### src/rtl/cpu_pkg.sv
// Shared opcode, ALU-select and FSM state definitions for the sequential accumulator CPU.
package cpu_pkg;

  typedef enum logic [2:0] {
    FETCH,
    DECODE,
    OPERAND,
    EXECUTE,
    OUT_WAIT,
    HALT
  } state_t;

  localparam logic [3:0] OP_NOP = 4'h0;
  localparam logic [3:0] OP_LDI = 4'h1;
  localparam logic [3:0] OP_ADD = 4'h2;
  localparam logic [3:0] OP_SUB = 4'h3;
  localparam logic [3:0] OP_AND = 4'h4;
  localparam logic [3:0] OP_OR  = 4'h5;
  localparam logic [3:0] OP_MOV = 4'h6;
  localparam logic [3:0] OP_OUT = 4'h7;
  localparam logic [3:0] OP_JMP = 4'h8;
  localparam logic [3:0] OP_JZ  = 4'h9;
  localparam logic [3:0] OP_JC  = 4'hA;
  localparam logic [3:0] OP_LDA = 4'hB;
  localparam logic [3:0] OP_HLT = 4'hF;

  localparam logic [1:0] ALU_ADD = 2'd0;
  localparam logic [1:0] ALU_SUB = 2'd1;
  localparam logic [1:0] ALU_AND = 2'd2;
  localparam logic [1:0] ALU_OR  = 2'd3;

  function automatic logic is_two_word(input logic [3:0] op);
    return (op == OP_LDI) || (op == OP_JMP) || (op == OP_JZ) || (op == OP_JC);
  endfunction

endpackage

### src/rtl/seq_cpu_if.sv
// Program-memory fetch port and valid/ready output stream of the sequential CPU core.
interface seq_cpu_if #(
  parameter int DATA_W = 8,
  parameter int PC_W   = 8
);
  logic [PC_W-1:0]   imem_addr;
  logic [DATA_W-1:0] imem_data;
  logic [DATA_W-1:0] out_data;
  logic              out_valid;
  logic              out_ready;

  modport master (
    output imem_addr,
    output out_data,
    output out_valid,
    input  imem_data,
    input  out_ready
  );

  modport slave (
    input  imem_addr,
    input  out_data,
    input  out_valid,
    output imem_data,
    output out_ready
  );
endinterface

### src/rtl/seq_cpu_alu.sv
// Combinational ALU for the accumulator CPU; the extra top bit carries the carry/borrow.
module seq_cpu_alu
  import cpu_pkg::*;
#(
  parameter int DATA_W = 8
) (
  input  logic [DATA_W-1:0] a,
  input  logic [DATA_W-1:0] b,
  input  logic [1:0]        op,
  output logic [DATA_W-1:0] result,
  output logic              zero,
  output logic              carry
);

  logic [DATA_W:0] wide;

  always_comb begin
    wide = '0;
    case (op)
      ALU_ADD: wide = {1'b0, a} + {1'b0, b};
      ALU_SUB: wide = {1'b0, a} - {1'b0, b};
      ALU_AND: wide = {1'b0, a & b};
      default: wide = {1'b0, a | b};
    endcase
    result = wide[DATA_W-1:0];
    zero   = (wide[DATA_W-1:0] == '0);
    carry  = wide[DATA_W];
  end

endmodule

### src/rtl/seq_cpu_core.sv
// Multi-cycle accumulator CPU core: FETCH/DECODE/OPERAND/EXECUTE FSM, register file, flags, OUT stream.
// Optional ILLEGAL_OP_TRAP_EN: opcodes C/D/E halt the core and raise the sticky illegal flag.
module seq_cpu_core
  import cpu_pkg::*;
#(
  parameter int DATA_W   = 8,
  parameter int PC_W     = 8,
  parameter int NUM_REGS = 4
) (
  input  logic              clk,
  input  logic              reset_n,
  seq_cpu_if.master         bus,
  output logic              halted,
  output logic              illegal,
  output logic [DATA_W-1:0] acc_dbg
);

  localparam int RSEL_W = $clog2(NUM_REGS);

  state_t state, next_state;

  logic [PC_W-1:0]   pc;
  logic [DATA_W-1:0] ir;
  logic [DATA_W-1:0] imm;
  logic [DATA_W-1:0] acc;
  logic [DATA_W-1:0] regs [NUM_REGS];
  logic              z_flag;
  logic              c_flag;
  logic [DATA_W-1:0] out_data_q;
  logic              out_valid_q;

  logic [3:0]        opcode;
  logic [RSEL_W-1:0] rsel;
  logic [1:0]        alu_op;
  logic              alu_en;
  logic              take_branch;
  logic [DATA_W-1:0] alu_result;
  logic              alu_zero;
  logic              alu_carry;
  logic              unused_bits;

  assign opcode      = ir[DATA_W-1 -: 4];
  assign rsel        = ir[RSEL_W-1:0];
  assign unused_bits = ^{ir, imm};

  assign bus.imem_addr = pc;
  assign bus.out_data  = out_data_q;
  assign bus.out_valid = out_valid_q;
  assign acc_dbg       = acc;

  seq_cpu_alu #(.DATA_W(DATA_W)) u_alu (
    .a      (acc),
    .b      (regs[rsel]),
    .op     (alu_op),
    .result (alu_result),
    .zero   (alu_zero),
    .carry  (alu_carry)
  );

  always_ff @(posedge clk or negedge reset_n) begin
    if (!reset_n) state <= FETCH;
    else          state <= next_state;
  end

  always_comb begin
    next_state  = state;
    alu_op      = ALU_ADD;
    alu_en      = 1'b0;
    take_branch = 1'b0;
    case (state)
      FETCH:   next_state = DECODE;
      DECODE:  next_state = is_two_word(opcode) ? OPERAND : EXECUTE;
      OPERAND: next_state = EXECUTE;
      EXECUTE: begin
        next_state = FETCH;
        case (opcode)
          OP_ADD: begin alu_en = 1'b1; alu_op = ALU_ADD; end
          OP_SUB: begin alu_en = 1'b1; alu_op = ALU_SUB; end
          OP_AND: begin alu_en = 1'b1; alu_op = ALU_AND; end
          OP_OR:  begin alu_en = 1'b1; alu_op = ALU_OR;  end
          OP_OUT: next_state = OUT_WAIT;
          OP_JMP: take_branch = 1'b1;
          OP_JZ:  take_branch = z_flag;
          OP_JC:  take_branch = c_flag;
          OP_HLT: next_state = HALT;
`ifdef ILLEGAL_OP_TRAP_EN
          4'hC, 4'hD, 4'hE: next_state = HALT;
`endif
          default: ;
        endcase
      end
      OUT_WAIT: if (bus.out_ready) next_state = FETCH;
      HALT:     next_state = HALT;
      default:  next_state = FETCH;
    endcase
  end

  // Datapath: every register holds unless the current state explicitly updates it,
  // which keeps pc/out_data stable while OUT_WAIT stalls.
  always_ff @(posedge clk or negedge reset_n) begin
    if (!reset_n) begin
      pc          <= '0;
      ir          <= '0;
      imm         <= '0;
      acc         <= '0;
      z_flag      <= 1'b0;
      c_flag      <= 1'b0;
      out_data_q  <= '0;
      out_valid_q <= 1'b0;
      halted      <= 1'b0;
      for (int i = 0; i < NUM_REGS; i++) regs[i] <= '0;
    end else begin
      case (state)
        FETCH: begin
          ir <= bus.imem_data;
          pc <= pc + 1'b1;
        end
        OPERAND: begin
          imm <= bus.imem_data;
          pc  <= pc + 1'b1;
        end
        EXECUTE: begin
          if (alu_en) begin
            acc    <= alu_result;
            z_flag <= alu_zero;
            c_flag <= alu_carry;
          end
          if (take_branch) pc <= imm[PC_W-1:0];
          case (opcode)
            OP_LDI: regs[rsel] <= imm;
            OP_MOV: regs[rsel] <= acc;
            OP_LDA: acc <= regs[rsel];
            OP_OUT: begin
              out_data_q  <= acc;
              out_valid_q <= 1'b1;
            end
            default: ;
          endcase
          if (next_state == HALT) halted <= 1'b1;
        end
        OUT_WAIT: if (bus.out_ready) out_valid_q <= 1'b0;
        default: ;
      endcase
    end
  end

`ifdef ILLEGAL_OP_TRAP_EN
  logic illegal_q;

  always_ff @(posedge clk or negedge reset_n) begin
    if (!reset_n) illegal_q <= 1'b0;
    else if (state == EXECUTE && (opcode == 4'hC || opcode == 4'hD || opcode == 4'hE))
      illegal_q <= 1'b1;
  end

  assign illegal = illegal_q;
`else
  assign illegal = 1'b0;
`endif

endmodule

### src/flat_wrapper.sv
// flat-port wrapper written by rule: the top's interface ports become plain ports
module seq_cpu_core_flat import cpu_pkg::*;
#(
  parameter int DATA_W   = 8,
  parameter int PC_W     = 8,
  parameter int NUM_REGS = 4
)
  (clk, reset_n, halted, illegal, acc_dbg, bus_imem_addr, bus_out_data, bus_out_valid, bus_imem_data, bus_out_ready);
  seq_cpu_if #(.DATA_W(DATA_W), .PC_W(PC_W)) bus_i ();
  input  logic clk;
  input  logic reset_n;
  output logic halted;
  output logic illegal;
  output logic [DATA_W-1:0] acc_dbg;
  output wire logic [$bits(bus_i.imem_addr)-1:0] bus_imem_addr;
  output wire logic [$bits(bus_i.out_data)-1:0] bus_out_data;
  output wire logic [$bits(bus_i.out_valid)-1:0] bus_out_valid;
  input wire logic [$bits(bus_i.imem_data)-1:0] bus_imem_data;
  input wire logic [$bits(bus_i.out_ready)-1:0] bus_out_ready;
  assign bus_imem_addr = bus_i.imem_addr;
  assign bus_out_data = bus_i.out_data;
  assign bus_out_valid = bus_i.out_valid;
  assign bus_i.imem_data = bus_imem_data;
  assign bus_i.out_ready = bus_out_ready;
  seq_cpu_core #(.DATA_W(DATA_W), .PC_W(PC_W), .NUM_REGS(NUM_REGS)) u_core (.clk(clk), .reset_n(reset_n), .bus(bus_i), .halted(halted), .illegal(illegal), .acc_dbg(acc_dbg));
endmodule
### config.mk
export PLATFORM = sky130hd
export DESIGN_NAME = seq_cpu_core_flat
export DESIGN_NICKNAME = d
export VERILOG_FILES = /design/src/rtl/cpu_pkg.sv /design/src/rtl/seq_cpu_if.sv /design/src/rtl/seq_cpu_alu.sv /design/src/rtl/seq_cpu_core.sv /design/src/flat_wrapper.sv
export SDC_FILE = /design/constraint.sdc
export NUM_CORES = 1
export LEC_CHECK = 0
export ABC_CLOCK_PERIOD_IN_PS = 5100
export BUFFER_PORTS_ARGS = -buffer_cell sky130_fd_sc_hd__buf_4
export CAP_MARGIN = 40
export CORE_MARGIN = 5
export CORE_UTILIZATION = 60
export CTS_CLUSTER_DIAMETER = 30
export CTS_CLUSTER_SIZE = 10
export DETAILED_ROUTE_END_ITERATION = 10
export PLACE_DENSITY_LB_ADDON = 0.2
export SYNTH_ARGS = -nofsm -noshare
export SYNTH_HDL_FRONTEND = slang
export SYNTH_SLANG_ARGS = --single-unit
### constraint.sdc
create_clock -name clk -period 5.1 [get_ports clk]
set_clock_uncertainty 0.05 [all_clocks]
set_input_delay 0.255 -clock clk [delete_from_list [all_inputs] [get_ports clk]]
set_output_delay 0.255 -clock clk [all_outputs]
set_load 0.01 [all_outputs]
==> metrics.yaml <==
synth:
  yosysUniqueCellTypes: 51
  synth_ff_type: "dfrtp_1"
  ys_seq_area_share_pct: 45.9
  postSynthCellCount: 413
  synthesis.area_mm2: 0.00420
  synthesis.nets: 437
  ys_ff_latch: 77
  synth_edf_count: 0
  synth_warnings: 0
  ys_async_sr_fraction_pct: 100
  synth.avg_cell_area_um2: 10.2
placement:
  io_buffers: 36
  preCtsSetupSlack_ns: 1.15
  place_congestion: 0.961
  hpwl_mm: 7.17
timing:
  worstMarginPinSlew_ns: 0.754
  hold_violations: 0
  post-route-period-util_pct: 77.6
  relSlewSlack_pct: 49.3
  setup_tns_ns: 0
  layout_setup_ws_ns: 1.14
  finalCriticalPeriod_ns: 3.96
  rsz0062_at_grt: "no"
  max_freq_mhz: 253
  setup_viol: 0
  holdWs_ns: 0.0479
  timing.final.max_slew_violations: 0
cells_and_area:
  layout.nets: 475
  antenna_cells: 0
  area_growth_pct: 13.9
  nFillCells: 504
  drive_gt1_share_pct: 21.3
floorplan:
  dieArea_mm2: 0.00877
  core_mm2: 0.00679
  initial_core_util_pct: 61.8
  die_y_um: 93.7
  rows: 30
  die_width_um: 93.7
  ios: 38
global_route:
  antenna_found_initial: 0
  grt_start_max_net_pins: 61
  gr-usage-all-layers_pct: 25.1
  gr-total-overflow: 0
  grt_pass1_wl_mm: 16.9
  grt_pass1_vias: 3368
flow_run:
  maxCapViolCount: 0
cts:
  clock-sinks: 77
  clkTransAtPathRegs_ns: 0.09
  post_cts_resize_count: 0
  cts-root-buf: "clkbuf_8"
  htree_levels: 3
  cts_max_path_buffers: 2
  cts_tree: "done"
  cts_made_buffers: 9
  insertion_delay_ns: 0.36
critical_path:
  r2r_slack_ns: 1.14
  crit_buf_inv: 1
  r2r-start: "u_core.ir[0]"
  cp_data_required_time_ns: 5.30
  path_class: "register to register"
  crit_family: "multiplexers"
  endpoint_kind: "register"
  cp_slowest_stage_delay_ns: 0.74
  cp_max_fo: 13
  crit_chain: "mux4_1, inv_1, ha_1, nand2b_1, nor4_2, nor2_1, xnor2_1, ha_1, a21o_1, a31o_2, a21oi_1, xnor2_1, mux2i_1, o21ai_0, mux2_2"
  timing.rr.end: "u_core.acc_dbg[7]"
  worstRegToRegCells: 15
  slowest_stage: "dfrtp_1"
  arrival_ns: 4.15
  cp.depth: 15
  critPathLaunchType: "register"
route:
  avgViaCountPerCell: 6.09
  drt_wl_total_mm: 9.99
  drtIter0Drc: 228
  drc: 0
  vias: 3360
  antenna_left: 0
  wl_per_cell_um: 18.1
  firstDrtPassIters: 4
hold_path:
  hp-start: "bus_out_ready"
  hold_depth: 2
  min-delay-path-class: "primary input to register"
  min_to: "u_core.bus.out_valid"
run_status:
  status: "completed"
==> cells by family after synthesis <==
family | synth area share, %
and+or+nand+nor | 14.1
AOI/OAI and AO/OA | 14.9
DFF | 45.9
muxes | 14.0
buffers and inverters | 2.83
adders and majority gates | 5.24
xor gates and xnor gates | 2.92
other | 0.0893
==> repair_timing <==
item	in CTS	in global routing
setup buffers	0	0
hold endpoints to repair	17	0
hold buffers	1	0
==> cells in the mapped netlist (2+ instances only) <==
master	n	area [um2]
a211oi_1	2	15.0
a21o_1	6	45.0
a21oi_1	25	125
a22o_1	2	17.5
a22oi_1	2	15.0
a31oi_1	6	37.5
and3_1	4	25.0
buf_2	5	25.0
clkbuf_1	11	41.3
dfrtp_1	77	1930
ha_1	12	150
inv_1	8	30.0
maj3_1	5	50.1
mux2_2	22	248
mux2i_1	15	150
mux4_1	3	78.8
mux4_2	5	113
nand2_1	42	158
nand2b_1	6	37.5
nand3_1	10	50.1
nand3b_1	3	22.5
nor2_1	38	143
nor2b_1	3	18.8
nor3_1	7	35.0
nor3_2	2	20.0
nor3b_2	2	25.0
nor4_1	3	18.8
o211ai_1	2	15.0
o21a_1	2	15.0
o21ai_0	47	235
o22a_1	4	35.0
xnor2_1	7	61.3
xor2_1	7	61.3
==> cell type report <==
class / count / area (um2) / area share [%]
repair buffers: 46 / 370 / 7.74
clock inverters: 6 / 43.8 / 0.916
clock buffers: 10 / 138 / 2.88
well taps: 96 / 120 / 2.51
multi-input cells: 309 / 2150 / 45.0
flip-flops and latches: 77 / 1930 / 40.3
inverters: 8 / 30.0 / 0.628
==> per-layer routing <==
| metal | vias to the layer above | track usage [%] | part of all wire [%] |
|---|---|---|---|
| li1 | 1560 | - | - |
| met2 | 102 | 41.1 | 47 |
| met3 | 21 | 4.65 | 5.3 |
| met1 | 1677 | 33.3 | 46 |
| met5 | - | 0 | 0 |
| met4 | 0 | 9.39 | 2.0 |
==> sequential cells by signal, summed over array words and instances (netlist names), 3 cells and up <==
register              cells
u_core.acc_dbg            8
u_core.bus.imem_addr      8
u_core.bus.out_data       8
u_core.imm                8
u_core.ir                 6
u_core.regs              32
u_core.state              3
==> placed cells by master, fill, tap and decap left out, types with 3 or more instances in the layout <==
cell      count
a31oi_1       6
nand3_1      10
nor3_1        7
buf_4        40
nor2_1       38
a21o_1        6
o21ai_0      47
nor2b_1       3
dfrtp_1      77
nand2b_1      6
nor4_1        3
a21oi_1      25
xor2_1        7
xnor2_1       7
ha_1         12
nand2_1      42
nand3b_1      3
mux2_2       22
inv_1         8
o22a_1        4
mux4_2        5
clkbuf_8     10
mux2i_1      15
mux4_1        3
and3_1        4
maj3_1        5
==> metrics by stage <==
stage | area, um2 | cells | util (%)
finish | 4780 | 552 | 70.4
global route | 4780 | 552 | 70.4
CTS | 4780 | 552 | 70.4
detailed placement | 4590 | 535 | 67.6
global placement | 4510 | 527 | 66.4
floorplan | 4200 | 413 | -
==> worst max path at each step <==
| stage | slack, ns | from | to |
|---|---|---|---|
| 2_1_floorplan | 1.63 | u_core.ir[0] | u_core.acc_dbg[7] |
| 3_3_place_gp | 1.26 | u_core.ir[0] | u_core.acc_dbg[7] |
| 3_5_place_dp | 1.15 | u_core.ir[0] | u_core.acc_dbg[7] |
| 4_1_cts | 1.15 | u_core.ir[0] | u_core.acc_dbg[7] |
| 5_1_grt | 0.83 | u_core.ir[0] | u_core.acc_dbg[7] |
| 6_report | 1.14 | u_core.ir[0] | u_core.acc_dbg[7] |
Power is left out: the tool's default activity adds up to more than one toggle a clock period on the data nets, which glitch-free logic cannot reach.
